===== src/rtl/cpu_defs_pkg.sv =====
// Shared CPU constants: IM placement/size, fetch FSM encoding and IM address helper.
package cpu_defs;

  localparam logic [31:0] BASE_ADDR   = 32'h0000_3000;
  localparam int unsigned DEPTH_WORDS = 4096;
  localparam int unsigned AW          = 12;
  localparam logic [31:0] IM_BYTES    = 32'(4 * DEPTH_WORDS);
  localparam logic [31:0] PC_STEP     = 32'd4;

  typedef enum logic [1:0] {
    S_LOAD  = 2'd0,
    S_RUN   = 2'd1,
    S_FAULT = 2'd2
  } state_e;

  // IM word index of a byte address inside the IM window.
  function automatic logic [AW-1:0] im_word_addr(input logic [31:0] byte_addr);
    logic [31:0] off;
    off = byte_addr - BASE_ADDR;
    return off[AW+1:2];
  endfunction

endpackage


===== src/rtl/fetch_range_chk.sv =====
// Combinational fetch-address check: word aligned and inside the IM window.
module fetch_range_chk
  import cpu_defs::*;
(
  input  logic [31:0] npc_i,
  output logic        legal_o
);

  logic [31:0] off;
  logic        aligned;
  logic        in_window;

  // Unsigned 32-bit offset: addresses below BASE_ADDR wrap to huge values and fail.
  assign off       = npc_i - BASE_ADDR;
  assign aligned   = (npc_i[1:0] == 2'b00);
  assign in_window = (off < IM_BYTES);
  assign legal_o   = aligned & in_window;

endmodule


===== src/rtl/im_fetch_ctrl.sv =====
// Owns the IM write port during program load, then drives the F-stage PC with
// stall/redirect handling and traps on illegal fetch addresses.
module im_fetch_ctrl
  import cpu_defs::*;
(
  input  logic          clk,
  input  logic          reset,
  input  logic          ld_valid,
  input  logic [AW-1:0] ld_addr,
  input  logic [31:0]   ld_data,
  output logic          ld_ready,
  input  logic          ld_done,
  output logic          im_we,
  output logic [AW-1:0] im_waddr,
  output logic [31:0]   im_wdata,
  input  logic          stall,
  input  logic          redirect,
  input  logic [31:0]   redirect_pc,
  output logic [31:0]   pc,
  output logic          pc_valid,
  output logic [31:0]   fetch_count,
  output logic          fault,
  output logic [31:0]   fault_pc
);

  state_e      state_q;
  logic [31:0] pc_q;
  logic        pc_valid_q;
  logic        ld_ready_q;
  logic [31:0] fetch_count_q;
  logic        fault_q;
  logic [31:0] fault_pc_q;

  logic [31:0] npc_d;
  logic        npc_legal;

  // Candidate next PC when not stalled; a stalled redirect is dropped since D re-presents it.
  always_comb begin
    npc_d = pc_q + PC_STEP;
    if (redirect) begin
      npc_d = redirect_pc;
    end
  end

  fetch_range_chk u_range_chk (
    .npc_i   (npc_d),
    .legal_o (npc_legal)
  );

  always_ff @(posedge clk) begin
    if (reset) begin
      state_q       <= S_LOAD;
      pc_q          <= BASE_ADDR;
      pc_valid_q    <= 1'b0;
      ld_ready_q    <= 1'b1;
      fetch_count_q <= 32'd0;
      fault_q       <= 1'b0;
      fault_pc_q    <= 32'd0;
    end else begin
      case (state_q)
        S_LOAD: begin
          ld_ready_q <= 1'b1;
          pc_valid_q <= 1'b0;
          if (ld_done) begin
            state_q    <= S_RUN;
            pc_q       <= BASE_ADDR;
            pc_valid_q <= 1'b1;
            ld_ready_q <= 1'b0;
          end
        end
        S_RUN: begin
          ld_ready_q <= 1'b0;
          if (!stall) begin
            fetch_count_q <= fetch_count_q + 32'd1;
            if (npc_legal) begin
              pc_q <= npc_d;
            end else begin
              // pc keeps the last legal value; the offender is reported separately.
              state_q    <= S_FAULT;
              pc_valid_q <= 1'b0;
              fault_q    <= 1'b1;
              fault_pc_q <= npc_d;
            end
          end
        end
        S_FAULT: begin
          pc_valid_q <= 1'b0;
          ld_ready_q <= 1'b0;
          fault_q    <= 1'b1;
        end
        default: begin
          state_q    <= S_FAULT;
          pc_valid_q <= 1'b0;
          ld_ready_q <= 1'b0;
          fault_q    <= 1'b1;
        end
      endcase
    end
  end

  // Loader writes go straight to the IM; a word offered during reset is dropped.
  assign im_we       = ld_valid & ld_ready_q & ~reset;
  assign im_waddr    = ld_addr;
  assign im_wdata    = ld_data;

  assign ld_ready    = ld_ready_q;
  assign pc          = pc_q;
  assign pc_valid    = pc_valid_q;
  assign fetch_count = fetch_count_q;
  assign fault       = fault_q;
  assign fault_pc    = fault_pc_q;

endmodule


===== config.mk =====
export PLATFORM = sky130hd
export DESIGN_NAME = im_fetch_ctrl
export DESIGN_NICKNAME = d
export VERILOG_FILES = /design/src/rtl/cpu_defs_pkg.sv /design/src/rtl/fetch_range_chk.sv /design/src/rtl/im_fetch_ctrl.sv
export SDC_FILE = /design/constraint.sdc
export NUM_CORES = 1
export LEC_CHECK = 0
export ABC_CLOCK_PERIOD_IN_PS = 4400
export CAP_MARGIN = 40
export CELL_PAD_IN_SITES_DETAIL_PLACEMENT = 1
export CELL_PAD_IN_SITES_GLOBAL_PLACEMENT = 2
export CORE_ASPECT_RATIO = 1.1
export CORE_UTILIZATION = 26
export DETAILED_ROUTE_END_ITERATION = 7
export PLACE_DENSITY = 0.95
export SLEW_MARGIN = 20
export SYNTH_ARGS = -nofsm -noshare
export SYNTH_HDL_FRONTEND = slang
export SYNTH_SLANG_ARGS = --single-unit
export TNS_END_PERCENT = 20

===== constraint.sdc =====
create_clock -name clk -period 4.4 [get_ports clk]
set_clock_uncertainty 0.05 [all_clocks]
set_input_delay 0.66 -clock clk [delete_from_list [all_inputs] [get_ports clk]]
set_output_delay 0.66 -clock clk [all_outputs]
set_load 0.05 [all_outputs]

==> impl_metrics.py, run 1 <==
metrics = {
    "clock_tree": {
        "worstSkewPairLatency_ns": 0.35,
        "path_clk_slew_ns": 0.07,
        "cts_hold_buf": 0,
        "cts-htree-levels": 3,
        "root_buffer": "clkbuf_16",
        "post_cts_buffers": 0,
        "cts_tree": "built",
        "clock_path_buffers": 2,
        "cts_buffers": 9,
        "cts_resized": 0,
        "cts_sinks": 101,
    },
    "power_and_ir_drop": {
        "p_clk_share_pct": 44.4,
        "vdd_drop_max_mv": 0.1959,
        "powerDensity_nw_per_um2": 301.9,
        "netSwitchingPower_mw": 0.5378,
        "swShare_pct": 24.62,
        "fin_total_pwr_mw": 2.184,
        "seqPwrFrac_pct": 43.2,
        "intPower_mw": 1.647,
        "combinationalPowerShare_pct": 12.4,
        "p_leak_nw": 2.683,
    },
    "setup_path": {
        "worstSetupEndpointType": "flip-flop",
        "critPathArrivalTime_ns": 4.05,
        "critPathLaunchType": "flip-flop",
        "path_max_fanout": 32,
        "cp.depth": 9,
        "worstPathBufferInverterCount": 1,
        "r2r_cells": 9,
        "cp_slowest_stage_delay_ns": 0.52,
        "critPathTopFamily": "simple AND/OR/NAND/NOR gates",
        "required_ns": 4.59,
        "critPathSlowestCell": "or3_4",
        "path_class": "reg2reg",
        "worstPathCellList": "nand4_2 > or3_4 > o41a_1 > o31ai_4 > o211ai_2 > nor3_4 > buf_4 > nand3_4 > and3_1",
    },
    "synth": {
        "synth_edf_count": 0,
        "ys_types": 63,
        "ys_async_sr_fraction_pct": 0,
        "syn_avg_cell_area_um2": 8.589,
        "synthCells": 644,
        "synth_ff_type": "dfxtp_1",
        "ys_seq_elements": 101,
        "syn_nets": 728,
        "yosysSeqAreaShare_pct": 36.55,
        "syn_area_um2": 5532,
        "yosysWarningCount": 0,
    },
    "floorplanning": {
        "row_count": 55,
        "core_um2": 20710,
        "dieArea_um2": 21860,
        "start_util_pct": 26.70,
        "die_height_um": 155.0,
        "dieWidth_um": 141.1,
        "io_pins": 226,
    },
    "global_route": {
        "grt_max_degree": 48,
        "antenna_found_initial": 1,
        "grt_pass1_vias": 5162,
        "grt_overflow": 0,
        "grt_use_total_pct": 16.61,
        "grt_first_pass_wirelength_mm": 28.46,
    },
    "timing": {
        "worstMarginPinSlew_ns": 0.5777,
        "hold_viol": 0,
        "slew_violations": 0,
        "fmax_mhz": 259.2,
        "setup_viol": 0,
        "period_minus_slack_ns": 3.858,
        "post-route-period-util_pct": 87.68,
        "timing.final.ws_setup_ns": 0.5420,
        "fin_setup_tns_ns": 0,
        "slew_headroom_pct": 61.13,
        "rsz0062_at_grt": "no",
    },
    "placement": {
        "placed_cells": 1005,
        "post-place-ws_ns": 0.5423,
        "place_congestion": 0.8287,
        "place_hpwl_mm": 13.33,
        "place_area_um2": 6870,
        "io_buffers": 137,
    },
    "finish": {
        "layout_common_cells": "clkdlybuf4s50_1 (136), dfxtp_1 (101), nand2_1 (71)",
        "fin_cells": 1021,
        "final_common_cell": "clkdlybuf4s50_1",
        "post-route-cell-area_um2": 7234,
        "drive_gt1_share_pct": 8.571,
        "syn_to_final_growth_pct": 30.78,
        "nNetsFinal": 815,
    },
    "drt": {
        "vias": 5014,
        "finalWirelength_mm": 17.99,
        "dr.pass1.iters": 4,
        "wl_per_cell_um": 17.62,
        "drtAntennaViolNets": 0,
        "viasPerCell": 4.911,
        "drc": 0,
        "detail_route.iter0.violations": 244,
    },
    "run": {
        "maxCapViolCount": 0,
    },
    "min_path": {
        "min_path_type": "reg2reg",
        "holdPathStages": 2,
    },
    "status": {
        "run_status": "complete, no violations",
    },
}
-- sequential cells by signal, summed over array words and instances (netlist names) --
register and flops:
fault_pc 32, fetch_count 32, pc 32, state_q 2, fault 1, ld_ready 1
pc_valid 1
-- routing by layer --
layer  share of wire [%]  vias to the layer above  track usage, %  wire length (um)
met5                   0                        -               0                 0
met4                 3.3                        0           7.919               599
met3                 4.2                       32           2.801               758
met2                  48                      103           27.98              8666
met1                  44                     2449           20.52              7963
li1                    -                     2430               -                 -
-- logic make-up after synthesis --
| family | share of synthesized area (%) |
|---|---|
| mux | 6.650 |
| buf+inv | 9.613 |
| fa+ha+maj | 0.4523 |
| xor+xnor | 6.175 |
| compound gates | 13.12 |
| simple gates | 27.44 |
| flops | 36.55 |
-- Yosys cell counts, types with 2 or more instances --
cell        n  area (um2)
xor2_1     25       219.0
o31ai_1     7       52.55
buf_2       2       10.01
mux2i_1    30       300.3
nor3_1      8       40.04
a211oi_1    4       30.03
nand4_2     2       25.02
ha_1        2       25.02
xnor2_1    14       122.6
nand4_1    21       131.4
a21oi_1    18       90.09
buf_6       6       67.56
and4_1      7       61.31
a31o_1      2       17.52
nor2b_1     7       43.79
o21ai_0    14       70.07
or2_2       2       12.51
a31oi_1     6       37.54
clkbuf_1   21       78.83
nor2_1     58       217.7
nor4_1     12       75.07
a22o_1      4       35.03
mux2_2      5       56.30
buf_4      44       330.3
inv_1      10       37.54
or4_1       5       37.54
a31o_2      8       70.07
a211oi_2    3       37.54
nor4b_1     2       17.52
and2_1      4       25.02
nand2_1    71       266.5
nand3_1    26       130.1
and3_1     29       181.4
o31a_1      7       61.31
dfxtp_1   101        2022
or3_1      10       62.56
nand2b_1   12       75.07
o211ai_1   10       75.07
-- cell type report --
cell class	instances	area (um2)
flip-flops and latches	101	2022
repair buffers	150	1464
well taps	285	356.6
clock buffers	9	225.2
fillers	2426	13480
clock inverters	6	136.4
diodes	1	2.502
multi-input cells	458	2987
inverters	11	41.29
-- per-stage QoR --
step	hold slack [ns]	util, %
floorplan	0.4532	-
global placement	0.3943	33.17
detailed placement	0.4083	33.17
CTS	0.4176	34.91
global route	0.4436	34.93
finish	0.4130	34.93
-- worst reg2reg max path: stages, from the launching register on --
cell and delay [ns]:
dfxtp_1 0.49, nand4_2 0.29, or3_4 0.52, o41a_1 0.48, o31ai_4 0.32, o211ai_2 0.22
nor3_4 0.41, buf_4 0.21, nand3_4 0.37, and3_1 0.40
-- worst paths after layout --
| path | startpoint | endpoint | slack (ns) |
|---|---|---|---|
| worst max-delay path | pc[10] | pc[24] | 0.54 |
| worst min-delay path | fault_pc[8] | fault_pc[8] | 0.41 |
| worst max register to register | pc[10] | pc[24] | 0.54 |
| worst min register to register | fault_pc[8] | fault_pc[8] | 0.41 |
-- power by group through the flow --
| stage | Combinational, mW | Sequential, mW | Clock [mW] |
|---|---|---|---|
| 3_5_place_dp | 0.272 | 0.966 | 0 |
| 3_3_place_gp | 0.268 | 0.965 | 0 |
| 6_report | 0.270 | 0.944 | 0.970 |
| 2_1_floorplan | 0.216 | 1.02 | 0 |
| 4_1_cts | 0.273 | 0.944 | 0.999 |
| 5_1_grt | 0.287 | 0.946 | 1.03 |
(Power assumes the default switching activity.)
==> run 2, diff against run 1 <==
--- a/config.mk
+++ b/config.mk
@@ -9,7 +9,7 @@
 export CAP_MARGIN = 40
 export CELL_PAD_IN_SITES_DETAIL_PLACEMENT = 1
 export CELL_PAD_IN_SITES_GLOBAL_PLACEMENT = 2
-export CORE_ASPECT_RATIO = 1.1
+export CORE_ASPECT_RATIO = 1.75
 export CORE_UTILIZATION = 26
 export DETAILED_ROUTE_END_ITERATION = 7
 export PLACE_DENSITY = 0.95
==> run 2 against run 1 <==
The run now ends with design-rule violations left. Core utilization down 0.53 points. Hold slack better by 0.0090 ns. First-iteration DRC count down 8.6%. Combinational power up 2%. Critical path depth up 1. Sequential cell count unchanged. Sequential power about the same. Power down 5.1%. Critical endpoint is now pc[26].
==> impl_metrics.py, run 2 (synthesis results as in run 1) <==
metrics = {
    "status": {
        "run_status": "finished, violations left",
        "violations": "design-rule violations",
    },
    "floorplanning": {
        "dieWidth_um": 112.3,
        "start_util_pct": 26.54,
        "dieArea_um2": 21890,
        "io_pins": 226,
        "core_um2": 20850,
        "die_height_um": 195.0,
        "row_count": 70,
    },
    "global_route": {
        "grt_first_pass_wirelength_mm": 29.30,
        "grt_max_degree": 48,
        "antenna_found_initial": 0,
        "grt_overflow": 0,
        "grt_use_total_pct": 17.48,
        "grt_pass1_vias": 5268,
    },
    "timing": {
        "setup_viol": 0,
        "worstMarginPinSlew_ns": 0.7851,
        "fmax_mhz": 259.4,
        "hold_viol": 0,
        "slew_violations": 0,
        "rsz0062_at_grt": "no",
        "timing.final.ws_setup_ns": 0.5443,
        "period_minus_slack_ns": 3.856,
        "hold_ws_ns": 0.4220,
        "post-route-period-util_pct": 87.63,
        "slew_headroom_pct": 47.27,
        "fin_setup_tns_ns": 0,
    },
    "power_and_ir_drop": {
        "fin_total_pwr_mw": 2.074,
        "p_leak_nw": 2.682,
        "vdd_drop_max_mv": 0.1637,
        "powerDensity_nw_per_um2": 289.2,
    },
    "drt": {
        "dr.pass1.iters": 7,
        "detail_route.iter0.violations": 223,
        "drtAntennaViolNets": 0,
        "drc": 18,
        "wl_per_cell_um": 18.75,
        "viasPerCell": 5.090,
        "vias": 5049,
        "finalWirelength_mm": 18.60,
    },
    "placement": {
        "placed_cells": 976,
        "place_area_um2": 6854,
        "place_hpwl_mm": 14.44,
        "post-place-ws_ns": 0.5874,
        "place_congestion": 0.8204,
        "io_buffers": 137,
    },
    "finish": {
        "post-route-cell-area_um2": 7169,
        "drive_gt1_share_pct": 9.054,
        "antenna_cells": 0,
        "final_common_cell": "clkdlybuf4s50_1",
        "multiInputGateArea_um2": 2982,
        "layout_common_cells": "clkdlybuf4s50_1 (136), dfxtp_1 (101), nand2_1 (71)",
        "utilization_pct": 34.39,
        "fillerInstances": 2475,
        "fin_cells": 992,
        "seq_area_um2": 2022,
        "nNetsFinal": 819,
        "syn_to_final_growth_pct": 29.61,
    },
    "clock_tree": {
        "cts_buffers": 9,
        "cts_hold_buf": 0,
        "post_cts_buffers": 0,
        "cts-htree-levels": 3,
        "cts_sinks": 101,
        "root_buffer": "clkbuf_16",
        "clock_path_buffers": 2,
        "cts_resized": 0,
        "cts_tree": "built",
        "path_clk_slew_ns": 0.08,
        "worstSkewPairLatency_ns": 0.36,
    },
    "setup_path": {
        "critPathTopFamily": "simple AND/OR/NAND/NOR gates",
        "cp_slowest_stage_delay_ns": 0.67,
        "critPathArrivalTime_ns": 4.04,
        "required_ns": 4.59,
        "critPathLaunchType": "flip-flop",
        "path_class": "reg2reg",
        "path_max_fanout": 32,
        "worstPathBufferInverterCount": 1,
        "worstSetupEndpointType": "flip-flop",
        "critPathSlowestCell": "nor4_4",
        "worstPathCellList": "ha_1 > nand3_1 > nor4_4 > a21oi_1 > o31ai_1 > buf_4 > o211ai_2 > nor3_4 > nand3_4 > and3_1",
    },
    "run": {
        "maxCapViolCount": 0,
    },
    "min_path": {
        "min_path_type": "reg2reg",
    },
}
run 2: path summary, 6_finish.rpt:
check                end        start  depth (start not counted)  slack (ns)
max               pc[26]        pc[2]                         10        0.54
max reg2reg       pc[26]        pc[2]                         10        0.54
min          fault_pc[9]  fault_pc[9]                          2        0.42
min reg2reg  fault_pc[9]  fault_pc[9]                          2        0.42
run 2: power by group:
| part | internal [mW] | switching, mW | total (mW) |
|---|---|---|---|
| Clock | 0.468 | 0.385 | 0.854 |
| Combinational | 0.107 | 0.168 | 0.275 |
| Sequential | 0.931 | 0.0141 | 0.945 |
run 2: metal layers:
metal  GRT usage, %  wire length (um)  up-vias
met3          3.212               915       62
li1               -                 -     2440
met1          17.11              6675     2404
met5              0                 0        -
met4          10.57               924        0
met2          33.40             10090      143
run 2: cell type report:
class / count / area share (%)
Multi-Input combinational cell: 458 / 41.59
Sequential cell: 101 / 28.20
Timing Repair Buffer: 154 / 20.84
Tap cell: 252 / 4.398
Clock buffer: 10 / 3.333
Clock inverter: 6 / 1.065
Inverter: 11 / 0.5759
run 2: worst min-delay path, stage by stage (launching register included):
cell and delay, ns:
dfxtp_1 0.32, nand2_1 0.05, mux2i_1 0.06
==> RTL change, RTL diff (config.mk and constraints of run 2) <==
`AW`: 12 -> 10.
--- a/src/rtl/cpu_defs_pkg.sv
+++ b/src/rtl/cpu_defs_pkg.sv
@@ -3,7 +3,7 @@
 
   localparam logic [31:0] BASE_ADDR   = 32'h0000_3000;
   localparam int unsigned DEPTH_WORDS = 4096;
-  localparam int unsigned AW          = 12;
+  localparam int unsigned AW          = 10;
   localparam logic [31:0] IM_BYTES    = 32'(4 * DEPTH_WORDS);
   localparam logic [31:0] PC_STEP     = 32'd4;
 
Ports: changed (resized im_waddr and ld_addr); port bits go from 226 to 222. No check against the original RTL was run, so the function may have changed too.
==> RTL change against run 2 <==
- the flow still finishes with violations (DRC)
- clock power decreased by 8.5%
- power fell by 3.7%
- routed wire length rose by 0.73%
- count of clock-buffer cells in the layout unchanged
- cell area is 0.70% lower
- worst setup slack got worse by 0.17 ns
- sequential cell count unchanged
- area after synthesis decreased by 0.27%
==> RTL change: results (changes against run 2) <==
- Slowest-stage cell, CP: nor4b_4
- Worst hold start: fault_pc[13]$_SDFFE_PP0P_
- Reg2Reg Depth: 8 (-2)
- Failing checks: DRC
- Multiplexer share of the synthesized area: 6.67% (+0.018 points)
- Drt first-iter violations: 224 (+0.45%)
- Area post-placement: 6840 um^2 (-0.22%)
- DRC Markers: 18 (unchanged)
- Top cells by count, synth: dfxtp_1, nand2_1, nor2_1, buf_4, mux2i_1
- Met2 routed WL: 9950 um (-1.3%)
- Routed wl met3: 1010 um (+11%)
- Final period util: 91.4% (+3.8 points)
- Worst r2r src: pc[4]$_SDFFE_PP0P_
- Met3 Use GR: 3.55% (+0.34 points)
- Vias in the first global route: 5276 (+0.15%)
- Leakage: 2.65 nW (-1.2%)
- Post-Synth XOR/XNOR Area: 6.19% (+0.017 points)
- DRT met1 WL: 6680 um (about the same)
- WL final: 18700 um (+0.73%)
- Post-synth top area share: 36.7% (+0.099 points)
- Sequential area share after synthesis: 36.7% (+0.099 points)
- Hpwl dp: 14400 um (-0.27%)
- Syn nets: 724 (-0.55%)
- Worst R2R End: pc[24]$_SDFFE_PP0P_
- Average size of a mapped cell: 8.59 um^2 (about the same)
- GR met2 Demand/Resource: 32.5% (-0.94 points)
- First-pass GRT wire length: 28900 um (-1.2%)
- Worst-margin pin slew: 0.746 ns (-0.0391 ns)
- Largest cells by area after synthesis: dfxtp_1, buf_4, mux2i_1
- Setup WS pre-CTS: 0.365 ns (-0.223 ns)
- Fin nets: 815 (-0.49%)
- Status: complete, but fails checks
- Fillcell total: 2441 (-1.4%)
- Tot GR Track Use: 17.2% (-0.29 points)
- Flop-to-flop setup slack: 0.38 ns (-0.17 ns)
- Worst EP arrival: 4.21 ns (+0.17 ns)
- Layout cells sized above 1: 8.67% (-0.38 points)
- Synth Area in Compound Gates: 13.2% (+0.036 points)
- Final Hold Slack: 0.416 ns (-0.00587 ns)
- Vias per Instance: 5.19 (+1.9%)
- Dpl cells: 974 (-0.20%)
## RTL change: critical path, delay by kind of cell (launching register included)
family	cells	cell delay [ns]
flops	1	0.51
compound gates	2	0.79
simple gates	6	2.52
## RTL change: final cells by class
| class | instances | area (um^2) | area share [%] |
|---|---|---|---|
| Multi-Input combinational cell | 458 | 2980 | 41.9 |
| Clock inverter | 6 | 51.3 | 0.721 |
| Clock buffer | 10 | 229 | 3.22 |
| Timing Repair Buffer | 152 | 1480 | 20.8 |
| Tap cell | 252 | 315 | 4.43 |
| Inverter | 11 | 41.3 | 0.580 |
| Sequential cell | 101 | 2020 | 28.4 |
## RTL change: power breakdown
part / total, mW / leakage (nW) / internal (mW) / switching (mW)
combinational: 0.272 / 1.70 / 0.104 / 0.168
sequential: 0.944 / 0.817 / 0.931 / 0.0136
clock: 0.781 / 0.134 / 0.394 / 0.386
